===== src/rtl/dg_pkg.sv =====
// rtl/dg_pkg.sv - shared types, default coefficients and output scaling for the CIC compensation FIR
package dg_pkg;

  typedef enum logic [1:0] {IDLE, MAC, FLUSH, OUT} fir_state_e;

  // Symmetric 16-tap Q1.15 compensation kernel, taps sum to 32768 (unity DC gain)
  localparam logic [15:0][15:0] CIC_COMP_COEF = {
    -16'sd50,   -16'sd150,  16'sd200,   16'sd600,
    -16'sd800,  -16'sd1500, 16'sd4000,  16'sd14084,
    16'sd14084, 16'sd4000,  -16'sd1500, -16'sd800,
    16'sd600,   16'sd200,   -16'sd150,  -16'sd50
  };

  // Round half up by 2^sh, then clamp to a signed nout-bit range
  function automatic logic signed [31:0] sat_round(input logic signed [63:0] a,
                                                   input int sh, input int nout);
    logic signed [63:0] r;
    logic signed [63:0] hi;
    logic signed [63:0] lo;
    r  = (a + (64'sd1 <<< (sh - 1))) >>> sh;
    hi = (64'sd1 <<< (nout - 1)) - 64'sd1;
    lo = -(64'sd1 <<< (nout - 1));
    if (r > hi) r = hi;
    else if (r < lo) r = lo;
    return 32'(r);
  endfunction

endpackage


===== src/rtl/fir_mac.sv =====
// rtl/fir_mac.sv - registered multiplier feeding a clearable accumulator
module fir_mac #(
  parameter int AW = 37,
  parameter int NA = 17,
  parameter int NB = 16
) (
  input  logic                 clk,
  input  logic                 rstn,
  input  logic                 clr,
  input  logic                 en_mul,
  input  logic                 en_acc,
  input  logic signed [NA-1:0] a,
  input  logic signed [NB-1:0] b,
  output logic signed [AW-1:0] acc
);

  localparam int PWID = NA + NB;

  logic signed [PWID-1:0] prod;

  always_ff @(posedge clk or negedge rstn) begin
    if (!rstn) begin
      prod <= '0;
      acc  <= '0;
    end else begin
      if (en_mul) prod <= PWID'(a) * PWID'(b);
      if (clr) acc <= '0;
      else if (en_acc) acc <= acc + AW'(prod);
    end
  end

endmodule


===== src/rtl/cic_comp_fir.sv =====
// rtl/cic_comp_fir.sv - decimate-by-2 CIC compensation FIR with one time-shared multiplier
module cic_comp_fir import dg_pkg::*; #(
  parameter int NIN  = 17,
  parameter int NOUT = 16,
  parameter int CW   = 16,
  parameter int NTAP = 16,
  parameter logic [NTAP-1:0][CW-1:0] COEF = CIC_COMP_COEF
) (
  input  logic                   clk,
  input  logic                   rstn,
  input  logic                   en,
  input  logic signed [NIN-1:0]  din,
  input  logic                   valid,
  output logic signed [NOUT-1:0] dout,
  output logic                   dout_valid,
  output logic                   ovf
);

  localparam int PW = $clog2(NTAP);
  localparam int AW = NIN + CW + PW;
  localparam int SH = CW - 1 + NIN - NOUT;

  logic signed [NIN-1:0] sbuf [NTAP];
  logic [PW-1:0]         wptr;
  logic [PW-1:0]         k;
  logic [PW-1:0]         sel;
  logic                  phase;
  fir_state_e            state;
  logic                  accept;
  logic                  drop;
  logic                  start;
  logic signed [AW-1:0]  acc;

  assign accept = valid && en && (state == IDLE);
  assign drop   = valid && en && (state != IDLE);
  assign start  = accept && phase;
  // Newest sample sits just behind wptr; tap k reaches k samples further back
  assign sel    = wptr - PW'(1) - k;

  always_ff @(posedge clk or negedge rstn) begin
    if (!rstn) begin
      for (int i = 0; i < NTAP; i++) sbuf[i] <= '0;
      wptr  <= '0;
      phase <= 1'b0;
    end else if (!en) begin
      phase <= 1'b0;
    end else if (accept) begin
      sbuf[wptr] <= din;
      wptr       <= wptr + PW'(1);
      phase      <= ~phase;
    end
  end

  always_ff @(posedge clk or negedge rstn) begin
    if (!rstn) begin
      state      <= IDLE;
      k          <= '0;
      dout       <= '0;
      dout_valid <= 1'b0;
      ovf        <= 1'b0;
    end else begin
      dout_valid <= 1'b0;
      if (drop) ovf <= 1'b1;
      if (!en) begin
        state <= IDLE;
        k     <= '0;
      end else begin
        case (state)
          IDLE: begin
            if (start) begin
              state <= MAC;
              k     <= '0;
            end
          end
          MAC: begin
            k <= k + PW'(1);
            if (k == PW'(NTAP - 1)) state <= FLUSH;
          end
          FLUSH: state <= OUT;
          OUT: begin
            dout       <= NOUT'(sat_round(64'(acc), SH, NOUT));
            dout_valid <= 1'b1;
            state      <= IDLE;
          end
          default: state <= IDLE;
        endcase
      end
    end
  end

  // Accumulate lags the product by one cycle, so FLUSH absorbs the last tap
  fir_mac #(
    .AW(AW),
    .NA(NIN),
    .NB(CW)
  ) u_mac (
    .clk    (clk),
    .rstn   (rstn),
    .clr    (start || !en),
    .en_mul (state == MAC),
    .en_acc ((state == MAC && k != '0) || state == FLUSH),
    .a      (sbuf[sel]),
    .b      (COEF[k]),
    .acc    (acc)
  );

endmodule


===== config.mk =====
export PLATFORM = sky130hd
export DESIGN_NAME = cic_comp_fir
export DESIGN_NICKNAME = d
export VERILOG_FILES = /design/src/rtl/dg_pkg.sv /design/src/rtl/fir_mac.sv /design/src/rtl/cic_comp_fir.sv
export SDC_FILE = /design/constraint.sdc
export NUM_CORES = 1
export LEC_CHECK = 0
export BUFFER_PORTS_ARGS = -buffer_cell sky130_fd_sc_hd__buf_2
export CAP_MARGIN = 10
export CORE_UTILIZATION = 40
export DETAILED_ROUTE_END_ITERATION = 10
export PLACE_DENSITY = 0.66
export SYNTH_ARGS = -nofsm -noshare
export SYNTH_HDL_FRONTEND = slang
export SYNTH_SLANG_ARGS = --single-unit

===== constraint.sdc =====
create_clock -name clk -period 22.8 [get_ports clk]
set_clock_uncertainty 0.1 [all_clocks]
set_input_delay 2.28 -clock clk [delete_from_list [all_inputs] [get_ports clk]]
set_output_delay 2.28 -clock clk [all_outputs]
set_load 0.01 [all_outputs]

# After elaboration in Yosys (flattened, before gate mapping)
# Memory sizes are Yosys's and may differ from the RTL's.
# Index checks and enable logic that the tools add are counted.
[classes]
multipliers = 1
div_mod_pow = 0
n_lt_le_gt_ge = 6
mux = 22
n_reduce_logical = 17
n_eq_ne = 8
shift = 0
addsub = 6
bitwise = 3
[ops]
columns = ["op", "count"]
rows = [
  ["$bwmux W272", 1],
  ["$mux W37", 2],
  ["$bmux W17 S4", 1],
  ["$demux W17 S4", 1],
  ["$mux W17", 3],
  ["$mux W16", 3],
  ["$add A37 B17 Y38 const B", 1],
  ["$add A37 B33 Y37", 1],
  ["$mul A17 B16 Y33", 1],
  ["$gt A22 B16 Y1 const B", 1],
  ["$lt A22 B16 Y1 const B", 1],
  ["$ge A5 B5 Y1 const B", 2],
  ["$not A4 Y5", 2],
  ["$add A4 B1 Y4 const B", 2],
  ["$mux W4", 2],
  ["$pmux W2 S4", 1],
  ["$pmux W4 S2", 1],
  ["$reduce_and A2 Y1", 4],
  ["$logic_and A1 B1 Y1", 6],
  ["$mux W2", 3],
  ["$ne A3 B3 Y1 const B", 2],
  ["$lt A4 B5 Y1 const B", 1],
  ["$lt A5 B1 Y1 const B", 1],
  ["$eq A2 B2 Y1 const B", 2],
  ["other kinds (13)", 18],
]
[totals]
elab_cells = 89
mem_bits_ro = 256
register_bits = 371
ram_bits = 0
inputBits = 21
latch_bits = 0
n_memories = 1
[mem_list]
columns = ["memory", "depth", "word_bits", "read_ports", "rd_ports_with_merged_regs", "write_ports", "line_no", "rtl"]
rows = [
  ["(no name shown)", 16, 16, 1, 0, 0, "cic_comp_fir.sv:103", ".b (COEF[k]),"],
]

# Depth between registers and ports, before layout
# Gate-level depths: netlist (run 1).
[logic_depth]
depth_word = 7
depth_mapped = 36

# Hierarchy
# From an unflattened synthesis (run 1), not the netlist that was laid out.
[hier_totals]
hier_cells = 2646
area_unflattened_um2 = 29508.3
[modules_own_cells]
columns = ["module", "seq_area_each_um2", "n_inst", "cells_each", "area_each_um2"]
rows = [
  ["fir_mac", 1751.7, 1, 1593, 14777.9],
  ["cic_comp_fir", 7532.2, 1, 1053, 14730.4],
]

# Least setup slack after synthesis (run 1)
# OpenSTA, ideal clock, no wires.
[synth_timing]
path_kind = "flip-flop to flip-flop"
start = "register k[0]"
end = "register u_mac.prod[32]"
path_buffers = 3
arrival_ps = 8652
period_less_slack_ps = 8877
setup_slack_ps = 13923
required_ps = 22575
setup_time_ps = 125
path_stages_with_launch = 32
path_cell_list = "dfrtp_1 -> clkbuf_1 -> inv_1 -> ha_1 -> inv_1 -> fa_1 -> buf_2 -> buf_2 -> mux4_2 -> mux2_2 -> nand2_1 -> o21ai_1 -> nand2_1 -> inv_1 -> fa_1 -> fa_1 -> fa_1 -> fa_1 -> fa_1 -> inv_1 -> fa_1 -> inv_1 -> ha_1 -> and3_1 -> nand2_1 -> o221a_2 -> nor3b_1 -> a2111oi_1 -> a311o_1 -> a21oi_1 -> xnor2_1 -> mux2_2"
[synth_via]
elab_chain_cells = 6
[synth_rtl]
columns = ["element", "line_no", "rtl"]
rows = [
  ["start, declared", "cic_comp_fir.sv:25", "logic [PW-1:0] k;"],
  ["start signal, assigned", "cic_comp_fir.sv:76", "k <= k + PW'(1);"],
  ["$sub A4 B4 Y4", "cic_comp_fir.sv:38", "assign sel = wptr - PW'(1) - k;"],
  ["$not A4 Y5 (implied by the code)", "cic_comp_fir.sv:102", ".a (sbuf[sel]),"],
  ["$bmux W17 S4", "cic_comp_fir.sv:102", ""],
  ["$mux W17 (implied by the code) (2 in series)", "cic_comp_fir.sv:102", ""],
  ["$mul A17 B16 Y33 (*)", "fir_mac.sv:26", "if (en_mul) prod <= PWID'(a) * PWID'(b);"],
  ["end signal, assigned", "fir_mac.sv:26", ""],
  ["end, declared", "fir_mac.sv:19", "logic signed [PWID-1:0] prod;"],
]
# Mark *: on every way between the ends. The rest lies on a longest branch, timed or not. The select of a mux whose other input is x is not followed.
# A chain may end at the register's enable or synchronous reset.

# Worst setup path after layout (run 1)
# Same ends and word-level chain as after synthesis.

==> flow_summary.json, run 1 <==
{
  "final_cells": 3512,
  "max_stage_delay_ns": 0.98,
  "postRouteAntennaNets": 0,
  "grt_first_pass_wirelength_mm": 106,
  "grt-ovfl-total": 0,
  "met2_usage": 0.325,
  "synth_area_per_cell_sq_um": 11.1,
  "cp-start-kind": "register",
  "rows": 96,
  "cp-end-kind": "register",
  "synthTopCellsByCount": "dfrtp_1 (369), inv_1 (343), mux2_2 (307), fa_1 (250), nand2_1 (217)",
  "crit_fanout": 38,
  "synth_top_area_frac": 0.328,
  "layout.filler_cells": 6337,
  "fmax_mhz": 95.2,
  "place_hpwl_mm": 46.5,
  "r2r_end": "u_mac.prod[32]$_DFFE_PN0P_",
  "cts_sinks": 369,
  "grt_pass1_vias": 19686,
  "num_vias": 18411,
  "crit_buf_inv": 8,
  "ys_seq_area_frac": 0.328,
  "clock_path_buffers": 3,
  "fin_nets": 2963,
  "track_usage": 0.187,
  "r2r_slack_ns": 12.30,
  "async_flop_share": 1.00,
  "yosysTopAreaCell": "dfrtp_1",
  "fin_ws_ns": 12.30,
  "holdWs_ns": 0.375,
  "crit_start": "k[0]$_DFFE_PN0P_",
  "synthesis.nets": 2953,
  "die-height_microns": 267,
  "clock_tree.root_cell": "clkbuf_16",
  "reg2reg_depth": 28,
  "period_share": 0.461,
  "ys_warn_count": 0,
  "dp_slack_ns": 12.42,
  "setup_viol": 0,
  "cpMaxStageDelayCell": "a21oi_1",
  "period_needed_ns": 10.50,
  "drc": 0,
  "cts_repair_resize_count": 0,
  "place_inst": 3435,
  "portBuffers": 38,
  "synth_cell_types": 69,
  "start_util": 0.407,
  "dr.pass1.iters": 5,
  "cp.arrival_ns": 10.86,
  "cp_data_required_time_ns": 23.16,
  "antenna_found_initial": 2,
  "synth_top_flop_cell": "dfrtp_1",
  "wl_per_cell_microns": 18.4,
  "dieArea_sq_um": 71400,
  "synth-edff-count": 0,
  "routed_wl_mm": 64.8,
  "tns_ns": 0,
  "die_w_microns": 267,
  "synth.most_common_cell": "dfrtp_1",
  "netlist_instances": 2538,
  "grt_util_met3": 0.0253,
  "post_cts_buffers": 0,
  "via_per_inst": 5.24,
  "clk_pin_slew_ns": 0.06,
  "crit_type": "register to register",
  "drive_gt1_frac": 0.215,
  "rsz0062_at_grt": "false",
  "hold_violations": 0,
  "crit_end": "u_mac.prod[32]$_DFFE_PN0P_",
  "syn2layout_area_growth_pct": 9.47,
  "core_area_sq_um": 69100,
  "grt_max_degree": 94,
  "r2r-start": "k[0]$_DFFE_PN0P_",
  "first_iter_violations": 1005,
  "clk_latency_ns": 0.59,
  "synth_area_sq_um": 28100,
  "busiest_layer": "met2",
  "slew_violations": 0,
  "num_io_pins": 39,
  "synth_area_leaders": "dfrtp_1 (33%), fa_1 (18%), mux2_2 (12%), ha_1 (6.4%), mux4_2 (5.4%)",
  "gp_congestion": 0.901,
  "tightest_slew_ns": 1.27,
  "htreeDepth": 2,
  "crit_family": "adder cells",
  "cts_tree": "yes",
  "slew_headroom": 0.156,
  "ys_ff_latch": 369,
  "crit_path_frequent_cell": "inv_1",
  "hold_class": "register to register",
  "cts_hold_buf": 0,
  "status": "finished, final reports clean",
  "cts_made_buffers": 40,
  "crit_cells": 28,
  "use_met1": 0.242,
  "maxCapViolations": 0
}
==> layout make-up <==
class                   count  area, sq um  area share
inverters                 345         1290      0.0421
diodes                      1         2.50   0.0000813
flip-flops and latches    369         9230       0.300
multi-input cells        1707        17200       0.558
clock inverters            17          214     0.00695
repair buffers             85          573      0.0186
well taps                 931         1160      0.0378
clock buffers              57         1120      0.0365
==> how the worst min path moves through the flow <==
| stage | startpoint | end | slack [ns] | depth (start not counted) |
|---|---|---|---|---|
| after detailed placement | ovf$_DFFE_PN0P_ | ovf$_DFFE_PN0P_ | 0.36 | 1 |
| final | ovf$_DFFE_PN0P_ | ovf$_DFFE_PN0P_ | 0.37 | 1 |
| after global placement | ovf$_DFFE_PN0P_ | ovf$_DFFE_PN0P_ | 0.36 | 1 |
| after global routing | sbuf[133]$_DFFE_PN0P_ | sbuf[133]$_DFFE_PN0P_ | 0.41 | 1 |
| after floorplan | sbuf[10]$_DFFE_PN0P_ | sbuf[10]$_DFFE_PN0P_ | 0.37 | 1 |
| after CTS | ovf$_DFFE_PN0P_ | ovf$_DFFE_PN0P_ | 0.38 | 1 |
==> layer usage <==
metal | vias up | wire length (microns)
li1 | 8486 | -
met1 | 9417 | 28600
met2 | 399 | 31400
met3 | 107 | 2870
met4 | 2 | 1870
met5 | - | 13
==> through the flow <==
| stage | utilization | cell area (sq um) |
|---|---|---|
| after global routing | 0.446 | 30800 |
| after global placement | 0.426 | 29400 |
| final | 0.446 | 30800 |
| after detailed placement | 0.426 | 29400 |
| after floorplan | - | 28100 |
| after CTS | 0.445 | 30800 |
==> cell usage in the layout (no fill, tap or decap), drive strengths merged, types with 5 or more instances in the layout <==
| master | netlist | final |
|---|---|---|
| a211oi | 21 | 21 |
| nand3 | 30 | 30 |
| nand2b | 42 | 42 |
| a21oi | 98 | 98 |
| o211ai | 5 | 5 |
| inv | 343 | 345 |
| mux2 | 307 | 307 |
| xnor2 | 60 | 60 |
| a22oi | 14 | 14 |
| clkbuf | 80 | 57 |
| nor3 | 11 | 11 |
| mux4 | 68 | 68 |
| o22ai | 5 | 5 |
| clkinv | 2 | 11 |
| o21a | 10 | 10 |
| and3 | 15 | 15 |
| mux2i | 23 | 23 |
| a31oi | 9 | 9 |
| or2 | 12 | 12 |
| nor2 | 142 | 142 |
| fa | 250 | 250 |
| dfrtp | 369 | 369 |
| buf | 37 | 85 |
| o21bai | 7 | 7 |
| and2 | 22 | 22 |
| nand4 | 9 | 9 |
| o21ai | 47 | 47 |
| xor2 | 26 | 26 |
| a21o | 29 | 29 |
| nor2b | 19 | 19 |
| a21boi | 5 | 5 |
| nand2 | 217 | 217 |
| a2111oi | 5 | 5 |
| ha | 144 | 144 |
==> sequential cells by signal (all words and copies together) (netlist names) <==
| name | cells |
|---|---|
| ovf | 1 |
| state | 2 |
| phase | 1 |
| sbuf | 272 |
| u_mac.prod | 32 |
| dout | 16 |
| dout_valid | 1 |
| wptr | 4 |
| k | 4 |
| u_mac.acc | 36 |
==> logic make-up after synthesis <==
family,share of synthesized area
AO/OA/AOI/OAI,0.0661
XOR/XNOR,0.0268
adder cells (fa/ha/maj),0.242
buffers and inverters,0.0628
flip-flops,0.328
multiplexers,0.186
AND/OR/NAND/NOR,0.0886
Power of run 1 is not shown: default switching activity piles up to over one toggle a cycle in this logic, so the estimate is an artifact.
==> run 2: changes to the inputs <==
--- a/config.mk
+++ b/config.mk
@@ -9,7 +9,7 @@
 export CAP_MARGIN = 10
 export CORE_UTILIZATION = 40
 export DETAILED_ROUTE_END_ITERATION = 10
-export PLACE_DENSITY = 0.66
+export PLACE_DENSITY = 0.68
 export SYNTH_ARGS = -nofsm -noshare
 export SYNTH_HDL_FRONTEND = slang
 export SYNTH_SLANG_ARGS = --single-unit
==> constraint.sdc (replaced) <==
create_clock -name clk -period 9.4 [get_ports clk]
set_clock_uncertainty 0.1 [all_clocks]
set_input_delay 0.94 -clock clk [delete_from_list [all_inputs] [get_ports clk]]
set_output_delay 0.94 -clock clk [all_outputs]
set_load 0.01 [all_outputs]
==> run 2 against run 1 <==
  * Critical path depth rose by 2
  * Highest routed layer unchanged
  * Worst setup slack got worse by 12 ns
  * First-iteration DRC count did not move
  * Final cell count rose by 0.57%
  * Register-to-register slack got worse by 12 ns
  * Hold slack got worse by 0.11 ns
  * Non-clock buffer count rose by 17
==> flow_summary.json, run 2 (synthesized netlist as in run 1, its figures left out) <==
{
  "status": "finished, final reports clean",
  "tightest_slew_ns": 1.26,
  "fmax_mhz": 111,
  "grt_pass1_vias": 20132,
  "routed_wl_mm": 64.9,
  "crit_type": "register to register",
  "grt_util_met3": 0.0233,
  "start_util": 0.407,
  "clock_tree.root_cell": "clkbuf_16",
  "antenna_found_initial": 2,
  "crit_fanout": 36,
  "final_common_cell": "dfrtp_1",
  "crit_buf_inv": 8,
  "largest_register_ffs": 272,
  "die_w_microns": 267,
  "r2r_end": "u_mac.prod[32]$_DFFE_PN0P_",
  "grt-ovfl-total": 0,
  "tns_ns": 0,
  "portBuffers": 38,
  "cp-end-kind": "register",
  "hold_class": "input pin to asynchronous set/reset pin",
  "grt_max_degree": 93,
  "num_io_pins": 39,
  "cp-start-kind": "register",
  "dr.pass1.iters": 5,
  "first_iter_violations": 1005,
  "cts_made_buffers": 42,
  "die-height_microns": 267,
  "num_vias": 18652,
  "crit_family": "adder cells",
  "maxCapViolations": 0,
  "wl_per_cell_microns": 18.4,
  "period_share": 0.956,
  "drive_gt1_frac": 0.228,
  "r2r-start": "k[0]$_DFFE_PN0P_",
  "cts_tree": "yes",
  "use_met1": 0.246,
  "cp_data_required_time_ns": 9.78,
  "core_area_sq_um": 69100,
  "max_stage_delay_ns": 0.81,
  "cpMaxStageDelayCell": "fa_4",
  "antenna_cells": 0,
  "slew_headroom": 0.159,
  "clk_pin_slew_ns": 0.06,
  "reg2reg_depth": 30,
  "top_register": "sbuf",
  "cts_sinks": 369,
  "dieArea_sq_um": 71400,
  "layout_common_cells": "dfrtp_1 (369), inv_1 (341), mux2_2 (307)",
  "slew_violations": 0,
  "via_per_inst": 5.28,
  "grt_first_pass_wirelength_mm": 108,
  "postRouteAntennaNets": 0,
  "cp.arrival_ns": 9.36,
  "clk_latency_ns": 0.60,
  "period_needed_ns": 8.98,
  "drc": 0,
  "cts_hold_buf": 0,
  "track_usage": 0.189,
  "syn2layout_area_growth_pct": 11.0,
  "fin_nets": 2982,
  "hold_violations": 0,
  "reg_top3": "sbuf: 272 flops, u_mac.acc: 36 flops, u_mac.prod: 32 flops",
  "met2_usage": 0.331,
  "busiest_layer": "met2",
  "clock_path_buffers": 3,
  "r2r_slack_ns": 0.42,
  "htreeDepth": 2,
  "place_hpwl_mm": 47.9,
  "setup_viol": 0,
  "gp_congestion": 0.894,
  "rows": 96
}
[run 2: per-stage QoR]
step	util	hold WS [ns]	instances	cell area [sq um]	worst slack, ns
detailed placement	0.429	0.360	3454	29600	0.265
global route	0.452	0.337	3532	31200	-0.0167
floorplan	-	0.374	2538	28100	0.523
global placement	0.429	0.360	3453	29600	0.184
CTS	0.452	0.292	3532	31200	0.236
finish	0.452	0.265	3532	31200	0.416
[run 2: layout make-up]
type / instances / area [sq um]
Inverter: 345 / 1290
Multi-Input combinational cell: 1707 / 17200
Clock inverter: 23 / 372
Sequential cell: 369 / 9230
Fill cell: 6262 / 37800
Clock buffer: 55 / 1210
Timing Repair Buffer: 102 / 734
Tap cell: 931 / 1160
[run 2: how the worst max path moves through the flow]
stage | from | endpoint | slack (ns) | cells after the start
after floorplan | k[0]$_DFFE_PN0P_ | u_mac.prod[32]$_DFFE_PN0P_ | 0.52 | 31
after global placement | k[0]$_DFFE_PN0P_ | u_mac.prod[32]$_DFFE_PN0P_ | 0.18 | 29
after detailed placement | k[0]$_DFFE_PN0P_ | u_mac.prod[32]$_DFFE_PN0P_ | 0.27 | 31
after CTS | k[0]$_DFFE_PN0P_ | u_mac.prod[32]$_DFFE_PN0P_ | 0.24 | 31
after global routing | k[0]$_DFFE_PN0P_ | u_mac.prod[31]$_DFFE_PN0P_ | -0.02 | 31
final | k[0]$_DFFE_PN0P_ | u_mac.prod[32]$_DFFE_PN0P_ | 0.42 | 30
[run 2: worst reg2reg max path, delay by kind of cell, from the launching register on]
family / cells / cell delay (ns)
buffers and inverters: 8 / 0.90
multiplexers: 3 / 1.11
XOR/XNOR: 1 / 0.07
AO/OA/AOI/OAI: 7 / 1.75
AND/OR/NAND/NOR: 2 / 0.23
flip-flops: 1 / 0.37
adder cells (fa/ha/maj): 9 / 4.34
[run 2: metal layers]
layer  vias to the layer above  share of wire
met4                         2          0.027
met5                         -        0.00020
met3                       120          0.041
met1                      9605           0.44
li1                       8515              -
met2                       410           0.49
[run 2: timing repair]
| action | CTS | global route |
|---|---|---|
| setup endpoints to repair | 0 | 6 |
| gates resized for setup | 0 | 10 |
| setup buffers | 0 | 0 |
Power of run 2 is left out for the same reason.
